--- src/rtl/pipe_adder_pkg.sv ---
// Shared sizing helpers and saturation constants for pipe_adder.
// Saturation constants are only consumed when PIPE_ADDER_SAT_EN is defined.
package pipe_adder_pkg;

    localparam int PA_MAX_N = 256;

    function automatic int chunk_width(input int n, input int stages);
        return n / stages;
    endfunction

    function automatic bit stages_divide(input int n, input int stages);
        return (stages > 0) && ((n % stages) == 0);
    endfunction

    // Constant-width results; callers cast down to their own N.
    function automatic logic [PA_MAX_N-1:0] sat_max(input int n);
        logic [PA_MAX_N-1:0] result;
        result = '0;
        for (int i = 0; i < n - 1; i++) begin
            result[i] = 1'b1;
        end
        return result;
    endfunction

    function automatic logic [PA_MAX_N-1:0] sat_min(input int n);
        logic [PA_MAX_N-1:0] result;
        result = '0;
        result[n-1] = 1'b1;
        return result;
    endfunction

endpackage

--- src/rtl/pipe_adder_stage.sv ---
// adder_stage: one W-bit chunk of the carry-chained pipeline.
// The chunk sum is combinational; carry and valid are registered and frozen while disabled.
module adder_stage
#(
    parameter int W = 8
)
(
    input  logic         clk,
    input  logic         rst,
    input  logic         i_enable,
    input  logic         i_valid,
    input  logic [W-1:0] i_a,
    input  logic [W-1:0] i_b,
    input  logic         i_carry,
    output logic [W-1:0] o_sum,
    output logic         o_carry,
    output logic         o_valid
);

    logic [W:0] w_total;
    logic       r_carry;
    logic       r_valid;

    assign w_total = {1'b0, i_a} + {1'b0, i_b} + {{W{1'b0}}, i_carry};
    assign o_sum   = w_total[W-1:0];
    assign o_carry = r_carry;
    assign o_valid = r_valid;

    always_ff @(posedge clk) begin
        if (rst) begin
            r_carry <= 1'b0;
            r_valid <= 1'b0;
        end else if (i_enable) begin
            r_carry <= w_total[W];
            r_valid <= i_valid;
        end
    end

endmodule

--- src/rtl/pipe_adder.sv ---
// pipe_adder: pipelined signed adder, one W-bit carry-chained chunk per stage, global stall.
// Optional saturation on signed overflow is enabled by defining PIPE_ADDER_SAT_EN.
module pipe_adder
    import pipe_adder_pkg::*;
#(
    parameter int N      = 32,
    parameter int STAGES = 4
)
(
    input  logic         clk,
    input  logic         rst,
    input  logic         in_valid,
    output logic         in_ready,
    input  logic [N-1:0] A,
    input  logic [N-1:0] B,
    input  logic         ci,
    output logic         out_valid,
    input  logic         out_ready,
    output logic [N-1:0] S,
    output logic         co,
    output logic         ovf
);

    localparam int W = chunk_width(N, STAGES);

    if (!stages_divide(N, STAGES)) begin : g_badConfig
        $error("pipe_adder: N must be a non-zero multiple of STAGES");
    end

    logic         w_stall;
    logic         w_enable;
    logic         w_lastValid;
    logic         w_lastCarry;
    logic [N-1:0] w_rawSum;
    logic [N-1:0] w_sNext;
    logic         w_signA;
    logic         w_signB;
    logic         w_ovfNext;
    logic [N-1:0] r_s;
    logic         r_ovf;

    assign w_stall  = w_lastValid && !out_ready;
    assign w_enable = !w_stall;

    // Operands shrink by one chunk per stage while finished sum chunks accumulate below.
    for (genvar k = 0; k < STAGES; k++) begin : g_stage
        localparam int HI = N - k * W;

        logic [HI-1:0]        w_aHi;
        logic [HI-1:0]        w_bHi;
        logic                 w_carryIn;
        logic                 w_validIn;
        logic [W-1:0]         w_chunk;
        logic [(k+1)*W-1:0]   w_sumNew;
        logic                 w_carry;
        logic                 w_valid;

        if (k == 0) begin : g_head
            assign w_aHi     = A;
            assign w_bHi     = B;
            assign w_carryIn = ci;
            assign w_validIn = in_valid;
            assign w_sumNew  = w_chunk;
        end else begin : g_tail
            assign w_aHi     = g_stage[k-1].g_pass.r_a;
            assign w_bHi     = g_stage[k-1].g_pass.r_b;
            assign w_carryIn = g_stage[k-1].w_carry;
            assign w_validIn = g_stage[k-1].w_valid;
            assign w_sumNew  = {w_chunk, g_stage[k-1].g_pass.r_sum};
        end

        adder_stage #(
            .W (W)
        ) u_stage (
            .clk      (clk),
            .rst      (rst),
            .i_enable (w_enable),
            .i_valid  (w_validIn),
            .i_a      (w_aHi[W-1:0]),
            .i_b      (w_bHi[W-1:0]),
            .i_carry  (w_carryIn),
            .o_sum    (w_chunk),
            .o_carry  (w_carry),
            .o_valid  (w_valid)
        );

        if (k < STAGES - 1) begin : g_pass
            logic [HI-W-1:0]    r_a;
            logic [HI-W-1:0]    r_b;
            logic [(k+1)*W-1:0] r_sum;

            always_ff @(posedge clk) begin
                if (rst) begin
                    r_a   <= '0;
                    r_b   <= '0;
                    r_sum <= '0;
                end else if (w_enable) begin
                    r_a   <= w_aHi[HI-1:W];
                    r_b   <= w_bHi[HI-1:W];
                    r_sum <= w_sumNew;
                end
            end
        end
    end

    assign w_lastValid = g_stage[STAGES-1].w_valid;
    assign w_lastCarry = g_stage[STAGES-1].w_carry;
    assign w_rawSum    = g_stage[STAGES-1].w_sumNew;
    assign w_signA     = g_stage[STAGES-1].w_aHi[W-1];
    assign w_signB     = g_stage[STAGES-1].w_bHi[W-1];
    assign w_ovfNext   = (w_signA == w_signB) && (w_rawSum[N-1] != w_signA);

`ifdef PIPE_ADDER_SAT_EN
    localparam logic [N-1:0] SAT_MAX = N'(sat_max(N));
    localparam logic [N-1:0] SAT_MIN = N'(sat_min(N));

    assign w_sNext = w_ovfNext ? (w_signA ? SAT_MIN : SAT_MAX) : w_rawSum;
`else
    assign w_sNext = w_rawSum;
`endif

    // Sum and overflow are registered alongside the final stage's carry and valid.
    always_ff @(posedge clk) begin
        if (rst) begin
            r_s   <= '0;
            r_ovf <= 1'b0;
        end else if (w_enable) begin
            r_s   <= w_sNext;
            r_ovf <= w_ovfNext;
        end
    end

    assign in_ready  = w_enable;
    assign out_valid = w_lastValid;
    assign co        = w_lastCarry;
    assign S         = r_s;
    assign ovf       = r_ovf;

endmodule

--- config.mk ---
export PLATFORM = sky130hd
export DESIGN_NAME = pipe_adder
export DESIGN_NICKNAME = d
export VERILOG_FILES = /design/src/rtl/pipe_adder_pkg.sv /design/src/rtl/pipe_adder_stage.sv /design/src/rtl/pipe_adder.sv
export SDC_FILE = /design/constraint.sdc
export NUM_CORES = 1
export LEC_CHECK = 0
export CELL_PAD_IN_SITES_DETAIL_PLACEMENT = 1
export CELL_PAD_IN_SITES_GLOBAL_PLACEMENT = 2
export CORE_ASPECT_RATIO = 2
export CORE_MARGIN = 5
export CORE_UTILIZATION = 32
export DETAILED_ROUTE_END_ITERATION = 10
export PLACE_DENSITY_LB_ADDON = 0.1
export SYNTH_ARGS = -nofsm -noshare
export SYNTH_HDL_FRONTEND = slang
export SYNTH_SLANG_ARGS = --single-unit
--- constraint.sdc ---
create_clock -name clk -period 2.4 [get_ports clk]
set_input_delay 0.48 -clock clk [delete_from_list [all_inputs] [get_ports clk]]
set_output_delay 0.48 -clock clk [all_outputs]
set_load 0.1 [all_outputs]
==> out/qor_table.md, run 1 <==
| Item | Value | Unit |
| --- | --- | --- |
| Number of instances in the synthesized netlist | 957 | - |
| Share of post-route cells with drive strength above 1 | 0.0931 | - |
| Most repeated library cell on the critical path | sky130_fd_sc_hd__fa_1 | - |
| First DRT Iteration DRCs | 232 | - |
| Largest area contributor in the netlist | sky130_fd_sc_hd__dfxtp_1 | - |
| Crit Path Max Fanout | 2 | - |
| Cell at the root of the clock tree | sky130_fd_sc_hd__clkbuf_16 | - |
| Maximum number of pins on one net before global-route repair | 78 | - |
| Pwr dens | 706 | mW/mm^2 |
| Reported max-cap violation count | 0 | - |
| Worst Skew | 0.00555 | ns |
| Transition time at the pin with the least slew margin | 0.369 | ns |
| Hold WC Path Type | input port to flip-flop | - |
| Clock Sinks | 185 | - |
| Cell family with most CP delay | adder cells | - |
| Deepest level of the CTS H-tree | 4 | - |
| Horizontal die dimension | 120 | um |
| Count of buffers inserted at the top-level ports | 104 | - |
| Async set or reset register ratio after synthesis | 0 | - |
| Most used flip-flop cell after synthesis | sky130_fd_sc_hd__dfxtp_1 | - |
| First-pass GRT wire length | 36100 | um |
| Proportion of power drawn by flip-flops and latches | 0.494 | - |
| Shortest period the worst path allows | 2.25 | ns |
| Total number of vias | 6700 | - |
| Num rows | 80 | - |
| # setup viols final | 0 | - |
| Number of flops mapped to enable cells by yosys | 0 | - |
| Post-route DRC violation count | 0 | - |
| Most used cells in the layout excluding fill and tap cells | sky130_fd_sc_hd__nand2_1, sky130_fd_sc_hd__dfxtp_1, sky130_fd_sc_hd__a21oi_1, sky130_fd_sc_hd__clkdlybuf4s50_1, sky130_fd_sc_hd__buf_4 | - |
| Count of nets left with antenna violations after detail routing | 0 | - |
| Clock-pin slew reported for the worst setup and hold paths after clock tree synthesis | 0.06 | ns |
| Count of inserted antenna diode cells | 0 | - |
| Worst EP arrival | 2.59 | ns |
| Biggest cell delay along the critical path | 0.48 | ns |
| Part of the power in combinational logic | 0.121 | - |
| Final-report max-slew violation count | 0 | - |
| Outcome | finished clean | - |
| Floorplan die area | 0.0276 | sq mm |
| Hold Fails Final Rpt | 0 | - |
| Worst Setup Path Type | input port to flip-flop | - |
| Number of buffer and inverter stages on the critical path | 1 | - |
| CP startpoint kind | input port | - |
| Net switching share of the total power | 0.257 | - |
| CTS tree | built | - |
| Final setup TNS | 0 | ns |
| HPWL Detailed | 16100 | um |
| Commonest non-fill, non-tap cell in the layout | sky130_fd_sc_hd__nand2_1 | - |
| Required time worst endpoint | 2.74 | ns |
| Insertion delay of the later-clocked pin in the worst-skew pair | 0.45 | ns |
| Total I/O pin count | 105 | - |
| Largest cells by area after synthesis | sky130_fd_sc_hd__dfxtp_1, sky130_fd_sc_hd__nand2_1, sky130_fd_sc_hd__a21oi_1 | - |
| Post-Syn Area per Cell | 8.08 | sq um |
| Die Span Y | 230 | um |
| VDD IR-drop max | 0.418 | mV |
| Synthesized net count | 1062 | - |
| Post-layout nets | 1148 | - |
| DR WL/cell | 16.6 | um |
| All-Layer GR Usage | 0.166 | - |
| Portion of synthesized cell area occupied by the leading cell type | 0.479 | - |
| Power Total | 6.77 | mW |
| Post-CTS repair timing setup buffer count | 0 | - |
| Number of vias per cell after detailed routing | 5.00 | - |
| Syn Std Cell Area | 0.00773 | sq mm |
| Maximum number of buffers from clock root to sink | 2 | - |
| Fraction of the cycle the final worst path needs | 0.936 | - |
| Pre-antenna DRT Iters | 4 | - |
| Count of state elements after synthesis | 185 | - |
| Setup repair after global routing missed its margin | no | - |
| Initial antenna violation count | 0 | - |
| Library cell contributing the largest single delay on the critical path | sky130_fd_sc_hd__fa_1 | - |
| Type of element capturing the critical path | flip-flop | - |
| Layout Area Growth over Synthesis | 23.9 | % |
| Core Box Area | 0.0238 | sq mm |
| Clock share of power | 0.385 | - |
| Pint | 5.03 | mW |
| Static Leakage | 3.81 | nW |
| Detailed-route wire length | 22200 | um |
| Number of buffers added to fix hold violations after cts | 0 | - |
| Sw Pwr | 1.74 | mW |
| Number of CTS-inserted buffers | 17 | - |
| Worst slew margin relative to its limit | 0.747 | - |
| Effective utilization at floorplan | 0.325 | - |
| Final weighted congestion of routability-driven global placement | 0.770 | - |
| Yosys synthesis warning count | 0 | - |
| Distinct cell type count after synthesis | 38 | - |
| Global-route congestion overflow total | 0 | - |
| Fmax achieved | 0.445 | GHz |
| Ordered list of cells on the worst path | clkdlybuf4s50_1, fa_1, fa_1, a21o_1, a211oi_2, o2111ai_1, and3b_1 | - |
| Fraction of the yosys area taken by sequential cells | 0.479 | - |
| Vias in the first global route | 6942 | - |
cell usage after synthesis, types with 2 or more instances:
cell,count
sky130_fd_sc_hd__clkbuf_1,9
sky130_fd_sc_hd__nor4_1,5
sky130_fd_sc_hd__xor2_1,5
sky130_fd_sc_hd__and4_1,4
sky130_fd_sc_hd__buf_4,13
sky130_fd_sc_hd__nand3_1,38
sky130_fd_sc_hd__fa_1,8
sky130_fd_sc_hd__inv_1,6
sky130_fd_sc_hd__a2111oi_2,3
sky130_fd_sc_hd__a21o_1,7
sky130_fd_sc_hd__a21oi_1,180
sky130_fd_sc_hd__o21ai_1,3
sky130_fd_sc_hd__and3b_1,4
sky130_fd_sc_hd__ha_1,28
sky130_fd_sc_hd__o2111ai_1,5
sky130_fd_sc_hd__or3_1,11
sky130_fd_sc_hd__a211oi_2,2
sky130_fd_sc_hd__nor2_1,6
sky130_fd_sc_hd__xnor2_1,5
sky130_fd_sc_hd__a31oi_1,4
sky130_fd_sc_hd__a211oi_1,10
sky130_fd_sc_hd__nand3b_1,3
sky130_fd_sc_hd__nand2_1,324
sky130_fd_sc_hd__o21ai_0,28
sky130_fd_sc_hd__and3_1,5
sky130_fd_sc_hd__buf_2,36
sky130_fd_sc_hd__dfxtp_1,185
sky130_fd_sc_hd__nor3_1,4
sky130_fd_sc_hd__buf_1,7
worst paths after layout:
check	startpoint	to	slack (ns)	cells after the start
worst min register to register	S[14]	S[14]	0.45	2
worst max-delay path	A[0]	g_stage[0].u_stage.o_carry	0.15	7
worst max register to register	g_stage[1].g_pass.r_a[0]	g_stage[2].u_stage.o_carry	0.20	6
worst min-delay path	rst	S[5]	0.43	2
worst reg2reg max path, cell delays in order (launching register included):
cell and delay (ns):
sky130_fd_sc_hd__dfxtp_1 0.33, sky130_fd_sc_hd__fa_1 0.45, sky130_fd_sc_hd__fa_1 0.41, sky130_fd_sc_hd__a21o_2 0.23, sky130_fd_sc_hd__a211oi_2 0.27, sky130_fd_sc_hd__o2111ai_1 0.20, sky130_fd_sc_hd__and3b_1 0.20
final cells by class:
cell class | instances | area [sq um]
fillers | 2848 | 14200
flip-flops and latches | 185 | 3700
multi-input cells | 701 | 3680
repair buffers | 132 | 1290
clock buffers | 26 | 479
well taps | 287 | 359
clock inverters | 3 | 42.5
inverters | 6 | 27.5
metal layers:
metal / vias to the layer above / GRT usage / routed length, um / share of wire
li1: 3404 / - / - / -
met1: 3186 / 0.179 / 8910 / 0.40
met2: 82 / 0.309 / 12100 / 0.55
met3: 28 / 0.0332 / 535 / 0.024
met4: 0 / 0.0685 / 629 / 0.028
met5: - / 0 / 0 / 0
sequential cells by signal, indices dropped and copies added, names as in the netlist:
register                 flops
S                           32
g_stage.g_pass.r_a          48
g_stage.g_pass.r_b          48
g_stage.g_pass.r_sum        48
g_stage.u_stage.o_carry      4
g_stage.u_stage.o_valid      4
ovf                          1
power groups by stage:
stage               Clock [mW]  Combinational, mW  Sequential, mW
floorplan                    0              0.381            3.52
global placement             0              0.827            3.41
detailed placement           0              0.832            3.42
CTS                       2.69              0.838            3.35
global route              2.81              0.904            3.36
finish                    2.60              0.820            3.34
repair_timing:
| action | 4_1_cts | 5_1_grt |
|---|---|---|
| gates resized for setup | 0 | 2 |
| endpoints found under the setup margin | 0 | 2 |
| endpoints found under the hold margin | 0 | 0 |
metrics by stage:
step | instances | hold slack (ns) | setup WS (ns) | cell area (sq um) | util
2_1_floorplan | 957 | 0.432 | 0.161 | 7730 | -
6_report | 1340 | 0.425 | 0.153 | 9580 | 0.402
4_1_cts | 1340 | 0.402 | 0.0875 | 9570 | 0.402
3_5_place_dp | 1311 | 0.445 | -0.316 | 9050 | 0.380
3_3_place_gp | 1311 | 0.439 | -0.280 | 9050 | 0.380
5_1_grt | 1340 | 0.419 | 0.0451 | 9580 | 0.402
cells by family (layout without fill, tap and decap cells):
group | after synthesis | in the layout | synth area share
AOI/OAI and AO/OA | 246 | 246 | 0.175
xor gates and xnor gates | 10 | 10 | 0.0113
DFF | 185 | 185 | 0.479
buffers and inverters | 71 | 167 | 0.0466
and+or+nand+nor | 409 | 409 | 0.222
adders and majority gates | 36 | 36 | 0.0660
No activity file was read; power rests on OpenSTA's default activity.
==> run 2, diff against run 1 <==
- CORE_UTILIZATION: 32 -> 33
- CTS_BUF_LIST: unset -> sky130_fd_sc_hd__clkbuf_4
- MAX_ROUTING_LAYER: unset -> met4
==> run 2 against run 1 <==
Against the previous run:
- maximum frequency grew 0.69%
- utilization shrank 0.070 points
- sequential share of layout area grew 1.1 points
- critical path type is now flip-flop to flip-flop
- critical endpoint is now g_stage[3].u_stage.o_carry
- largest power group unchanged
==> out/qor_table.md, run 2 (synthesis results as in run 1) <==
| Item | Value | Unit | Delta |
| --- | --- | --- | --- |
| Outcome | finished clean | - | unchanged |
| Setup repair after global routing missed its margin | no | - | unchanged |
| Static Leakage | 3.72 | nW | was 3.81 nW |
| Ordered list of cells on the worst path | fa_1, fa_1, a21o_1, a211oi_1, o2111ai_1, and3b_1 | - | was clkdlybuf4s50_1, fa_1, fa_1, a21o_1, a211oi_2, o2111ai_1, and3b_1 |
| Effective utilization at floorplan | 0.333 | - | was 0.325 |
| CP startpoint kind | flip-flop | - | was input port |
| Clock-pin slew reported for the worst setup and hold paths after clock tree synthesis | 0.16 | ns | was 0.06 ns |
| Worst Setup Path Type | flip-flop to flip-flop | - | was input port to flip-flop |
| Biggest cell delay along the critical path | 0.48 | ns | about the same |
| Cell family with most CP delay | adder cells | - | unchanged |
| Layout Area Growth over Synthesis | 20.6 | % | was 23.9% |
| Biggest registers after layout | g_stage.g_pass.r_a (48), g_stage.g_pass.r_b (48), g_stage.g_pass.r_sum (48) | - | unchanged |
| Core Box Area | 0.0232 | sq mm | was 0.0238 sq mm |
| Required time worst endpoint | 2.94 | ns | was 2.74 ns |
| Post_cts resized | 0 | - | unchanged |
| Pwr dens | 644 | mW/mm^2 | was 706 mW/mm^2 |
| Share of post-route cells with drive strength above 1 | 0.0975 | - | was 0.0931 |
| HPWL Detailed | 15800 | um | was 16100 um |
| Detailed-route wire length | 21900 | um | was 22200 um |
| First-pass GRT wire length | 35200 | um | was 36100 um |
| Part of the power in combinational logic | 0.136 | - | was 0.121 |
| Maximum number of pins on one net before global-route repair | 84 | - | was 78 |
| Hold endpoint | g_stage[2].g_pass.r_sum[16] | - | was S[5] |
| Clock share of power | 0.308 | - | was 0.385 |
| Final-report max-slew violation count | 0 | - | unchanged |
| Vias in the first global route | 6589 | - | was 6942 |
| Worst slew margin relative to its limit | 0.714 | - | was 0.747 |
| Net switching share of the total power | 0.286 | - | was 0.257 |
| All-Layer GR Usage | 0.170 | - | was 0.166 |
| Number of CTS-inserted buffers | 17 | - | unchanged |
| Die Span Y | 226 | um | was 230 um |
| Count of nets left with antenna violations after detail routing | 0 | - | unchanged |
| Fmax achieved | 0.448 | GHz | was 0.445 GHz |
| Met3 layer usage reported by global route | 0.0342 | - | was 0.0332 |
| Worst Hold Path Cells | 3 | - | was 2 |
| Crit Path Max Fanout | 3 | - | was 2 |
| Number of buffers added to fix hold violations after cts | 0 | - | unchanged |
| Layer carrying the most global-route usage | met2 | - | unchanged |
| Worst Skew | 0.0212 | ns | was 0.00555 ns |
| Total number of vias | 6592 | - | was 6700 |
| Hold Fails Final Rpt | 0 | - | unchanged |
| Most used cells in the layout excluding fill and tap cells | sky130_fd_sc_hd__nand2_1, sky130_fd_sc_hd__dfxtp_1, sky130_fd_sc_hd__a21oi_1, sky130_fd_sc_hd__clkdlybuf4s50_1, sky130_fd_sc_hd__buf_4 | - | unchanged |
| Reported max-cap violation count | 0 | - | unchanged |
| Worst EP arrival | 2.77 | ns | was 2.59 ns |
| Post-route DRC violation count | 0 | - | unchanged |
| Slack of the worst reg-to-reg path | 0.17 | ns | was 0.20 ns |
| Hold WC Path Type | input port to flip-flop | - | unchanged |
| VDD IR-drop max | 0.357 | mV | was 0.418 mV |
| Horizontal die dimension | 118 | um | was 120 um |
| Post-CTS repair timing setup buffer count | 0 | - | unchanged |
| Initial antenna violation count | 2 | - | was 0 |
| Floorplan die area | 0.0268 | sq mm | was 0.0276 sq mm |
| Hold wc startpoint | rst | - | unchanged |
| Final core occ | 0.401 | - | was 0.402 |
| Met1 usage in global routing | 0.183 | - | was 0.179 |
| Fraction of the cycle the final worst path needs | 0.930 | - | was 0.936 |
| Clock Sinks | 185 | - | unchanged |
| First DRT Iteration DRCs | 302 | - | was 232 |
| Post-layout nets | 1148 | - | unchanged |
| Total I/O pin count | 105 | - | unchanged |
| Proportion of power drawn by flip-flops and latches | 0.556 | - | was 0.494 |
| Global Route met2 Usage | 0.308 | - | was 0.309 |
| DR WL/cell | 16.3 | um | was 16.6 um |
| Most repeated library cell on the critical path | sky130_fd_sc_hd__fa_1 | - | unchanged |
| Type of element capturing the critical path | flip-flop | - | unchanged |
| Sw Pwr | 1.72 | mW | was 1.74 mW |
| Pint | 4.29 | mW | was 5.03 mW |
| Reg-to-Reg End | g_stage[3].u_stage.o_carry | - | was g_stage[2].u_stage.o_carry |
| Final hold slack | 0.321 | ns | was 0.425 ns |
| Maximum number of buffers from clock root to sink | 2 | - | unchanged |
| Shortest period the worst path allows | 2.23 | ns | was 2.25 ns |
| # setup viols final | 0 | - | unchanged |
| Count of buffers inserted at the top-level ports | 104 | - | unchanged |
| Pre-antenna DRT Iters | 4 | - | unchanged |
| Transition time at the pin with the least slew margin | 0.424 | ns | was 0.369 ns |
| CTS tree | built | - | unchanged |
| Insertion delay of the later-clocked pin in the worst-skew pair | 0.63 | ns | was 0.45 ns |
| Cell at the root of the clock tree | sky130_fd_sc_hd__clkbuf_4 | - | was sky130_fd_sc_hd__clkbuf_16 |
| Commonest non-fill, non-tap cell in the layout | sky130_fd_sc_hd__nand2_1 | - | unchanged |
| Number of vias per cell after detailed routing | 4.92 | - | was 5.00 |
| Number of buffer and inverter stages on the critical path | 0 | - | was 1 |
| Number of cells on the worst reg-to-reg path | 6 | - | unchanged |
| Library cell contributing the largest single delay on the critical path | sky130_fd_sc_hd__fa_1 | - | unchanged |
| Final weighted congestion of routability-driven global placement | 0.800 | - | was 0.770 |
| Power Total | 6.01 | mW | was 6.77 mW |
| Deepest level of the CTS H-tree | 4 | - | unchanged |
| Startpoint of the lowest-slack register-to-register path | g_stage[2].g_pass.r_a[0] | - | was g_stage[1].g_pass.r_a[0] |
| Num rows | 79 | - | was 80 |
| Global-route congestion overflow total | 0 | - | unchanged |
-- run 2: worst min-delay path, delay by kind of cell --
family,cells,cell delay [ns]
AO/OA/AOI/OAI,1,0.13
buffers and inverters,2,0.31
-- run 2: metal layers --
layer | share of wire | wire length, um
met1 | 0.41 | 9040
met2 | 0.54 | 11900
met3 | 0.029 | 641
met4 | 0.017 | 368
met5 | 0 | 0
-- run 2: metrics by stage --
stage,TNS (ns),std cells,instance area [sq um],worst slack (ns)
finish,0,1341,9320,0.169
global route,0,1341,9320,0.0472
CTS,0,1339,9320,0.0758
detailed placement,-0.817,1307,9020,-0.334
global placement,-0.720,1307,9020,-0.294
floorplan,0,957,7730,0.161
-- run 2: worst max path at each step --
stage | endpoint | from | cells after the start | slack [ns]
final | g_stage[3].u_stage.o_carry | g_stage[2].g_pass.r_a[0] | 6 | 0.17
after global routing | g_stage[3].u_stage.o_carry | g_stage[2].u_stage.o_carry | 6 | 0.05
after CTS | in_ready | g_stage[3].u_stage.o_valid | 3 | 0.08
after detailed placement | g_stage[0].u_stage.o_carry | A[0] | 7 | -0.33
after global placement | g_stage[0].u_stage.o_carry | A[0] | 7 | -0.29
after floorplan | in_ready | g_stage[3].u_stage.o_valid | 4 | 0.16
-- run 2: power groups by stage --
stage                     combinational [mW]  clock (mW)  sequential [mW]
after floorplan                        0.381           0             3.52
after global placement                 0.821           0             3.41
after detailed placement               0.827           0             3.41
after CTS                              0.832        1.95             3.35
after global routing                   0.895        2.08             3.37
final                                  0.816        1.85             3.34
-- run 2: cell type report --
| cell class | count | area [sq um] |
|---|---|---|
| Tap cell | 283 | 354 |
| Clock buffer | 17 | 128 |
| Fill cell | 2833 | 13900 |
| Antenna cell | 2 | 5.00 |
| Timing Repair Buffer | 132 | 1260 |
| Multi-Input combinational cell | 701 | 3670 |
| Sequential cell | 185 | 3700 |
| Inverter | 6 | 27.5 |
| Clock inverter | 15 | 174 |
